**src/rtl/enigma_pkg.sv**
```systemverilog
// Shared definitions for the enigma output path: letter-code width, the
// alphabet size, the ASCII bytes the formatter emits and the formatter FSM
// state encoding.
package enigma_pkg;

  localparam int CODE_W   = 5;
  localparam int ALPHABET = 26;

  localparam logic [7:0] ASCII_A   = 8'h41;
  localparam logic [7:0] ASCII_CR  = 8'h0D;
  localparam logic [7:0] ASCII_LF  = 8'h0A;
  localparam logic [7:0] ASCII_NUL = 8'h00;

  typedef enum logic [2:0] {
    ST_IDLE   = 3'd0,
    ST_LETTER = 3'd1,
    ST_SEP    = 3'd2,
    ST_CR     = 3'd3,
    ST_LF     = 3'd4
  } fmt_state_e;

  // Codes 26..31 do not map to a letter and are discarded on entry.
  function automatic logic code_is_legal(input logic [CODE_W-1:0] code);
    return code < CODE_W'(ALPHABET);
  endfunction

  // 0 -> 'A' ... 25 -> 'Z'.
  function automatic logic [7:0] code_to_ascii(input logic [CODE_W-1:0] code);
    return ASCII_A + {{(8 - CODE_W){1'b0}}, code};
  endfunction

endpackage

```
**src/rtl/enigma_code_fifo.sv**
```systemverilog
// Synchronous letter-code FIFO. Besides the usual full/empty flags it exposes
// the head entry and the entry behind it, so the formatter can present the
// next letter in the same cycle it retires the current one.
module enigma_code_fifo #(
  parameter int DEPTH = 8,
  parameter int WIDTH = 5
) (
  input  logic                       clk,
  input  logic                       i_rst_n,
  input  logic                       i_wr_en,
  input  logic [WIDTH-1:0]           i_wr_data,
  input  logic                       i_rd_en,
  output logic                       o_full,
  output logic                       o_empty,
  output logic [$clog2(DEPTH):0]     o_count,
  output logic [WIDTH-1:0]           o_head,
  output logic [WIDTH-1:0]           o_head_next
);

  localparam int AW = $clog2(DEPTH);
  localparam logic [AW:0] DEPTH_L = (AW + 1)'(DEPTH);

  logic [WIDTH-1:0] r_mem [DEPTH];
  logic [AW:0]      r_wr_ptr;
  logic [AW:0]      r_rd_ptr;
  logic [AW-1:0]    w_rd_idx;
  logic [AW-1:0]    w_rd_idx_next;
  logic             w_push;
  logic             w_pop;

  // Pointers carry one extra wrap bit so full and empty are distinguishable.
  assign o_count       = r_wr_ptr - r_rd_ptr;
  assign o_full        = (o_count == DEPTH_L);
  assign o_empty       = (o_count == '0);
  assign w_push        = i_wr_en && !o_full;
  assign w_pop         = i_rd_en && !o_empty;
  assign w_rd_idx      = r_rd_ptr[AW-1:0];
  assign w_rd_idx_next = w_rd_idx + AW'(1);
  assign o_head        = r_mem[w_rd_idx];
  assign o_head_next   = r_mem[w_rd_idx_next];

  // Storage array: written at the tail, contents are not reset (pointers are).
  always_ff @(posedge clk) begin
    if (w_push) begin
      r_mem[r_wr_ptr[AW-1:0]] <= i_wr_data;
    end
  end

  // Pointer update; reset empties the FIFO and discards anything buffered.
  always_ff @(posedge clk or negedge i_rst_n) begin
    if (!i_rst_n) begin
      r_wr_ptr <= '0;
      r_rd_ptr <= '0;
    end else begin
      if (w_push) r_wr_ptr <= r_wr_ptr + (AW + 1)'(1);
      if (w_pop)  r_rd_ptr <= r_rd_ptr + (AW + 1)'(1);
    end
  end

endmodule

```
**src/rtl/enigma_output_formatter.sv**
```systemverilog
// Turns the enigma core's letter codes into an ASCII stream: letters are
// grouped GROUP_LEN at a time with SEP_CHAR between groups, and a flush
// request closes the line with CR LF. Output handshake is valid/ready with
// registered out_char/out_valid.
module enigma_output_formatter
  import enigma_pkg::*;
#(
  parameter int         FIFO_DEPTH = 8,
  parameter int         GROUP_LEN  = 5,
  parameter logic [7:0] SEP_CHAR   = 8'h20
) (
  input  logic              clk,
  input  logic              rst,
  input  logic              in_valid,
  input  logic [CODE_W-1:0] in_code,
  output logic              in_ready,
  input  logic              flush,
  output logic              out_valid,
  output logic [7:0]        out_char,
  input  logic              out_ready,
  output logic              err_code,
  output logic [15:0]       letter_count
);

  localparam int FIFO_AW = $clog2(FIFO_DEPTH);
  localparam int GCW     = $clog2(GROUP_LEN + 1);
  localparam logic [GCW-1:0]   GRP_FULL = GCW'(GROUP_LEN);
  localparam logic [FIFO_AW:0] TWO      = (FIFO_AW + 1)'(2);

  // Registered state
  fmt_state_e     r_state;
  logic [7:0]     r_out_char;
  logic [GCW-1:0] r_group_cnt;
  logic           r_flush_pending;
  logic           r_err_code;
  logic [15:0]    r_letter_count;
  logic           r_run;

  // Next-state and handshake wires
  fmt_state_e        w_state_next;
  logic [7:0]        w_char_next;
  logic [GCW-1:0]    w_grp_next;
  logic [GCW-1:0]    w_grp_inc;
  logic              w_flush_clear;
  logic              w_accept;
  logic              w_code_legal;
  logic              w_fifo_wr_en;
  logic              w_fifo_rd_en;
  logic              w_fifo_full;
  logic              w_fifo_empty;
  logic              w_fifo_has2;
  logic [FIFO_AW:0]  w_fifo_count;
  logic [CODE_W-1:0] w_fifo_head;
  logic [CODE_W-1:0] w_fifo_head_next;
  logic              w_letter_xfer;

  // r_run holds in_ready low during reset and releases it on the first clock.
  assign in_ready      = r_run && !w_fifo_full && !r_flush_pending;
  assign w_accept      = in_valid && in_ready;
  assign w_code_legal  = code_is_legal(in_code);
  assign w_fifo_wr_en  = w_accept && w_code_legal;
  assign w_fifo_has2   = (w_fifo_count >= TWO);
  assign w_grp_inc     = r_group_cnt + GCW'(1);
  assign w_letter_xfer = (r_state == ST_LETTER) && out_ready;

  assign out_valid    = (r_state != ST_IDLE);
  assign out_char     = r_out_char;
  assign err_code     = r_err_code;
  assign letter_count = r_letter_count;

  enigma_code_fifo #(
    .DEPTH (FIFO_DEPTH),
    .WIDTH (CODE_W)
  ) u_fifo (
    .clk         (clk),
    .i_rst_n     (rst),
    .i_wr_en     (w_fifo_wr_en),
    .i_wr_data   (in_code),
    .i_rd_en     (w_fifo_rd_en),
    .o_full      (w_fifo_full),
    .o_empty     (w_fifo_empty),
    .o_count     (w_fifo_count),
    .o_head      (w_fifo_head),
    .o_head_next (w_fifo_head_next)
  );

  // Output FSM. The displayed letter stays at the FIFO head until it is
  // transferred, so the FIFO plus output register never hold more than
  // FIFO_DEPTH codes. A separator is only chosen when a letter is waiting.
  always_comb begin
    w_state_next  = r_state;
    w_char_next   = r_out_char;
    w_grp_next    = r_group_cnt;
    w_fifo_rd_en  = 1'b0;
    w_flush_clear = 1'b0;
    case (r_state)
      ST_IDLE: begin
        if (!w_fifo_empty) begin
          if (r_group_cnt == GRP_FULL) begin
            w_state_next = ST_SEP;
            w_char_next  = SEP_CHAR;
          end else begin
            w_state_next = ST_LETTER;
            w_char_next  = code_to_ascii(w_fifo_head);
          end
        end else if (r_flush_pending) begin
          w_state_next = ST_CR;
          w_char_next  = ASCII_CR;
        end
      end
      ST_LETTER: begin
        if (out_ready) begin
          w_fifo_rd_en = 1'b1;
          w_grp_next   = w_grp_inc;
          if (w_fifo_has2) begin
            if (w_grp_inc == GRP_FULL) begin
              w_state_next = ST_SEP;
              w_char_next  = SEP_CHAR;
            end else begin
              w_state_next = ST_LETTER;
              w_char_next  = code_to_ascii(w_fifo_head_next);
            end
          end else begin
            w_state_next = ST_IDLE;
            w_char_next  = ASCII_NUL;
          end
        end
      end
      ST_SEP: begin
        if (out_ready) begin
          w_grp_next   = '0;
          w_state_next = ST_LETTER;
          w_char_next  = code_to_ascii(w_fifo_head);
        end
      end
      ST_CR: begin
        if (out_ready) begin
          w_state_next = ST_LF;
          w_char_next  = ASCII_LF;
        end
      end
      ST_LF: begin
        if (out_ready) begin
          w_state_next  = ST_IDLE;
          w_char_next   = ASCII_NUL;
          w_grp_next    = '0;
          w_flush_clear = 1'b1;
        end
      end
      default: begin
        w_state_next = ST_IDLE;
        w_char_next  = ASCII_NUL;
      end
    endcase
  end

  // FSM, output byte and group counter registers.
  always_ff @(posedge clk or negedge rst) begin
    if (!rst) begin
      r_state     <= ST_IDLE;
      r_out_char  <= ASCII_NUL;
      r_group_cnt <= '0;
    end else begin
      r_state     <= w_state_next;
      r_out_char  <= w_char_next;
      r_group_cnt <= w_grp_next;
    end
  end

  // Flush request latch; a request arriving while one is pending merges.
  always_ff @(posedge clk or negedge rst) begin
    if (!rst) begin
      r_flush_pending <= 1'b0;
    end else if (w_flush_clear) begin
      r_flush_pending <= 1'b0;
    end else if (flush) begin
      r_flush_pending <= 1'b1;
    end
  end

  // Sticky illegal-code flag, letter counter and post-reset run enable.
  always_ff @(posedge clk or negedge rst) begin
    if (!rst) begin
      r_err_code     <= 1'b0;
      r_letter_count <= 16'd0;
      r_run          <= 1'b0;
    end else begin
      r_run <= 1'b1;
      if (w_accept && !w_code_legal) r_err_code <= 1'b1;
      if (w_letter_xfer) r_letter_count <= r_letter_count + 16'd1;
    end
  end

endmodule

```
**config.mk**
```make
export PLATFORM = sky130hd
export DESIGN_NAME = enigma_output_formatter
export DESIGN_NICKNAME = d
export VERILOG_FILES = /design/src/rtl/enigma_pkg.sv /design/src/rtl/enigma_code_fifo.sv /design/src/rtl/enigma_output_formatter.sv
export SDC_FILE = /design/constraint.sdc
export NUM_CORES = 1
export LEC_CHECK = 0
export ABC_AREA = 0
export CORE_MARGIN = 2
export CORE_UTILIZATION = 30
export CTS_CLUSTER_DIAMETER = 40
export DETAILED_ROUTE_END_ITERATION = 8
export SLEW_MARGIN = 5
export SYNTH_ARGS = -nofsm -noshare
export SYNTH_HDL_FRONTEND = slang
export SYNTH_SLANG_ARGS = --single-unit
```
**constraint.sdc**
```tcl
create_clock -name clk -period 3 [get_ports clk]
set_clock_uncertainty 0.2 [all_clocks]
set_input_delay 0.6 -clock clk [delete_from_list [all_inputs] [get_ports clk]]
set_output_delay 0.6 -clock clk [all_outputs]
set_load 0.005 [all_outputs]
```
# == After elaboration in Yosys (flattened, before gate mapping) ==
# Memories as Yosys holds them, arrays and structs flattened.
# Cells that the tools add are included.
# word_totals
reg_bits,41
ram_bits,40
inputBits,10
word_cells,82
mem_count,1
# op_classes
add_sub_neg,8
order_cmp,2
n_eq_ne,13
n_mux,29
n_reduce_logical,20
# mem_list
memory,depth,word_bits,read_ports,rd_clocked_by_memory_dff,wr,line_no,source
u_fifo.r_mem,8,5,2,0,1,enigma_code_fifo.sv:23,logic [WIDTH-1:0] r_mem [DEPTH];
# op_table
op,n
2-to-1 mux 8 bit,9
case mux 8 bit (5 select lines),1
2-to-1 mux 3 bit,8
adder 16 x 1 -> 16 bit (second input constant),1
adder 7 x 5 -> 8 bit (first input constant),2
case mux 3 bit (5 select lines),1
equality test 3 bit (second input constant),3
adder 4 x 1 -> 4 bit (second input constant),2
logical AND 1 bit,8
!= test 2 bit (second input constant),4
2-to-1 mux 1 bit,7
adder 3 x 1 -> 3 bit (second input constant),2
equality test 3 x 2 -> 1 bit (second input constant),2
case mux 3 bit (2 select lines),1
< comparator 5 bit (second input constant),1
AND reduction 5 bit,1
equality test 4 bit (second input constant),1
greater-or-equal comparator 4 x 2 -> 1 bit (second input constant),1
zero test 1 bit,4
zero test 4 bit,1
2-to-1 mux 2 bit,2
nonzero test 2 bit,2
subtractor 4 bit,1
equality test 3 x 1 -> 1 bit (second input constant),1
6 further kinds,6

# == Longest topological paths before layout ==
# logic_depth
ltp_word,10
depth_mapped,11
depth_no_buf,9

# == By module ==
# From an unflattened synthesis, not the netlist that was laid out.
# hier_totals
hier_cells,327
hier_area_um2,4184.0
# modules_own_cells
mod,instances,cells_each,area_each_um2,seq_area_each_um2
enigma_code_fifo,1,152,2404.8,1401.3
enigma_output_formatter,1,175,1779.2,800.8

# == Worst setup path before layout ==
# Ideal clock, no wire load.
# synth_timing
path_kind,reg-to-reg
from,register u_fifo.r_rd_ptr[2]
to,"memory u_fifo.r_mem[4][0], enable pin"
setup_time_ns,0.375
t_arrival_ns,2.605
slack_ns,-0.180
path_stages_with_launch,11
path_buffers,2
period_less_slack_ns,3.180
path_cell_list,dfrtp_1 -> buf_6 -> buf_2 -> inv_1 -> ha_1 -> a21oi_1 -> and3_4 -> nor2_2 -> a2111oi_4 -> nand2_1 -> nor3b_1
# synth_via
elab_chain_cells,10
# synth_lines
element,line_no,source
start: declaration,enigma_code_fifo.sv:25,logic [AW:0] r_rd_ptr;
start signal: assignment,enigma_code_fifo.sv:56,if (w_pop) r_rd_ptr <= r_rd_ptr + (AW + 1)'(1);
subtractor 4 bit (*),enigma_code_fifo.sv:32,assign o_count = r_wr_ptr - r_rd_ptr;
equality test 4 bit (*),enigma_code_fifo.sv:33,assign o_full = (o_count == DEPTH_L);
zero test 1 bit (*),"enigma_code_fifo.sv:35, enigma_output_formatter.sv:58",
logical AND 1 bit (2 in a row),enigma_output_formatter.sv:58,assign in_ready = r_run && !w_fifo_full && !r_flush_pending;
logical AND 1 bit,enigma_output_formatter.sv:59,assign w_accept = in_valid && in_ready;
logical AND 1 bit,enigma_output_formatter.sv:61,assign w_fifo_wr_en = w_accept && w_code_legal;
logical AND 1 bit (*),enigma_code_fifo.sv:35,assign w_push = i_wr_en && !o_full;
2-to-1 mux 1 bit (*),enigma_code_fifo.sv:44,if (w_push) begin
2-to-1 mux 1 bit (implied by the code) (*),enigma_code_fifo.sv:45,r_mem[r_wr_ptr[AW-1:0]] <= i_wr_data;
end: declaration,enigma_code_fifo.sv:23,
# Mark *: on every way between the ends. The rest lies on a longest branch, timed or not.

# == Final worst setup path ==
# layout_timing
from,register u_fifo.r_rd_ptr[0]
to,output port in_ready
# layout_via
elab_chain_cells,5
# layout_lines
element,line_no,source
subtractor 4 bit,enigma_code_fifo.sv:32,
equality test 4 bit,enigma_code_fifo.sv:33,
zero test 1 bit,enigma_output_formatter.sv:58,
logical AND 1 bit (2 in a row),enigma_output_formatter.sv:58,
end: declaration,enigma_output_formatter.sv:16,"output logic in_ready,"
# No other way between the ends.

==> reports/metrics.yaml <==
critical_path:
  r2r_slack_ns: 0.14
  cp.depth: 6
  crit_family: "adder cells"
  crit_slowest_cell: "dfrtp_1"
  reg2reg_to: "out_char[4]"
  cpPeakStageDelay_ns: 0.41
  path_cells: "ha_2 -> fa_1 -> xor2_1 -> and3_4 -> a21oi_2 -> dlygate4sd2_1"
  worstSetupEndpoint: "in_ready"
  path_max_fanout: 4
  crit_path_start: "u_fifo.r_rd_ptr[0]"
  cp-end-kind: "primary output"
  critPathKind: "reg -> out"
  worstPathArrival_ns: 2.11
  worstPathRequired_ns: 2.20
  reg2reg_depth: 8
  worst-path-buf-inv: 1
  worstSetupStartpointType: "register"
  rr_startpoint: "u_fifo.r_rd_ptr[1]"
placement:
  pre_cts_ws_ns: 0.05028
  io_buffer_count: 35
  place.gp.congestion: 0.7854
  dp_hpwl_um: 6865
die:
  die_width_um: 123.2
  pin_count: 37
  initial_core_util_pct: 30.71
  die_y_um: 123.2
  die-area_um2: 15180
  core_area_um2: 13880
  num_rows: 43
cts:
  h-tree-depth: 3
  numCtsBuffers: 9
  clk_latency_ns: 0.34
  tritoncts: "yes"
  ctsHoldBuffers: 0
  clock-sinks: 80
  clkTransAtPathRegs_ns: 0.06
  cts-root-buf: "clkbuf_16"
  clock_path_buffers: 2
routing:
  vias_per_cell: 4.838
  routed_wl_um: 9179
  drt_iter0_drc: 223
  postRouteAntennaNets: 0
  first_pass_iters: 4
  drc: 0
  wire_per_inst_um: 15.80
  vias: 2811
global_route:
  grt_max_degree: 41
  grt_usage_pct: 13.12
  grt_overflow: 0
  grt_pass1_wl_um: 15200
  antenna_found_initial: 0
  grt_pass1_vias: 2974
synth:
  synthArstFlopShare_pct: 50.00
  syn_area_per_cell_um2: 12.88
  synth.yosys.seq_area_share_pct: 51.66
  postSynthCellCount: 331
  yosysTopAreaCell: "edfxtp_1"
  ys_types: 58
  syn_nets: 353
  yosys_register_bits: 80
  ys_warn_count: 0
  yosys.area.top_type_share_pct: 28.18
  synth_top_flop_cell: "edfxtp_1"
  synth_commonest_cells: "40 x dfrtp_1, 40 x edfxtp_1, 40 x nand2_1"
  synth_area_um2: 4263
  synth-edff-count: 40
  synth_area_leaders: "edfxtp_1 28%, dfrtp_1 23%, mux4_2 11%"
power_and_ir_drop:
  seqPwrFrac_pct: 28.0
  p_int_mw: 3.472
  p_leak_nw: 2.063
  powerDensity_nw_per_um2: 1018
  p_sw_mw: 1.963
  power_frac_comb_pct: 50.6
  clock_power_share_pct: 21.4
  netSwitchingFraction_pct: 36.12
  vdd_drop_max_mv: 0.3980
sta:
  finalHoldViolations: 0
  worst_pin_slew_ns: 0.8933
  max_freq_ghz: 0.3439
  layout_setup_ws_ns: 0.09236
  slew_viol_final: 0
  finalSetupViolCount: 0
  maxSlewHeadroom_pct: 40.45
  fin_crit_ns: 2.908
  rsz0062_at_grt: "no"
  timing.final.crit_share_pct: 96.92
outcome:
  outcome: "complete, no violations"
final_layout:
  final_nets: 419
  drive_gt1_share_pct: 23.94
  area.growth.synth_to_final_pct: 25.24
  n_fill_cell: 1327
  n_antenna_cell: 0
  fin_util_pct: 38.46
flow_run:
  cap_violations: 0
min_path:
  min_path_type: "in -> async"
sequential cells by signal, summed over array words and instances, names as in the netlist:
register,count
r_flush_pending,1
u_fifo.r_mem,40
r_run,1
letter_count,16
u_fifo.r_wr_ptr,4
u_fifo.r_rd_ptr,4
r_group_cnt,3
err_code,1
r_state,3
out_char,7
power groups by stage:
| stage | registers [mW] | clock network [mW] | logic, mW |
|---|---|---|---|
| floorplan | 1.50 | 0 | 1.98 |
| global placement | 1.54 | 0 | 2.62 |
| detailed placement | 1.54 | 0 | 2.66 |
| CTS | 1.52 | 1.19 | 2.70 |
| global route | 1.55 | 1.23 | 3.06 |
| finish | 1.52 | 1.17 | 2.75 |
worst min path at each step:
stage,from,endpoint,slack (ns),cells after the start
6_report,rst,letter_count[9],0.18,1
5_1_grt,rst,letter_count[9],0.27,1
4_1_cts,rst,letter_count[9],0.22,1
3_5_place_dp,err_code,err_code,0.26,1
3_3_place_gp,err_code,err_code,0.25,1
2_1_floorplan,rst,err_code,0.10,0
stage by stage:
stage	instance area (µm²)	power, mW	setup TNS, ns	cells	hold WS (ns)
after floorplan	4278	3.480	-1.954	331	0.1044
after global placement	4961	4.158	0	561	0.2539
after detailed placement	4961	4.201	0	561	0.2581
after CTS	5279	5.411	0	576	0.2217
after global routing	5339	5.840	0	581	0.2730
final	5339	5.435	0	581	0.1799
timing repair:
| item | 4_1_cts | 5_1_grt |
|---|---|---|
| endpoints found under the setup margin | 1 | 32 |
| buffers inserted | 0 | 5 |
| pin swaps | 1 | 3 |
| resized for setup | 3 | 4 |
cells by family (layout without fill, tap and decap cells):
logic type                 after synthesis  in the layout  synth area share, %
muxes                                   30             30                14.09
xor gates and xnor gates                30             30                6.604
and+or+nand+nor                         96             96                11.36
AOI/OAI and AO/OA                       49             49                8.366
buffers and inverters                   32            102                4.050
adders and majority gates               12             12                3.698
DFF                                     80             80                51.66
other                                    2              2               0.1762
metal layers:
metal | track usage [%] | vias up | part of all wire [%]
li1 | - | 1352 | -
met1 | 15.89 | 1399 | 43
met2 | 22.66 | 52 | 52
met3 | 2.952 | 8 | 4.0
met4 | 5.114 | 0 | 1.2
met5 | 0 | - | 0
cell usage in the layout, fill, tap and decap left out, types with 3 or more instances in the layout:
cell type and count:
edfxtp_1 40, nand2b_1 3, clkdlybuf4s50_1 33, mux4_2 21
a31oi_1 4, mux2_2 4, a21oi_1 6, inv_1 18
o21a_1 3, nand3_1 5, ha_1 9, o32ai_1 3
nor3_1 8, nand2_1 38, dfrtp_1 40, o21ai_0 14
xnor2_1 17, nand4_1 7, xor2_1 12, clkbuf_16 9
nor2_1 16, buf_4 33
final cells by class:
| class | count | area [µm²] | area share [%] |
|---|---|---|---|
| clock inverters | 5 | 82.58 | 1.547 |
| well taps | 180 | 225.2 | 4.218 |
| inverters | 18 | 67.56 | 1.266 |
| multi-input cells | 219 | 1921 | 35.97 |
| flip-flops and latches | 80 | 2202 | 41.25 |
| repair buffers | 69 | 611.8 | 11.46 |
| clock buffers | 10 | 229.0 | 4.289 |
Power figures use the tool's default switching activity.
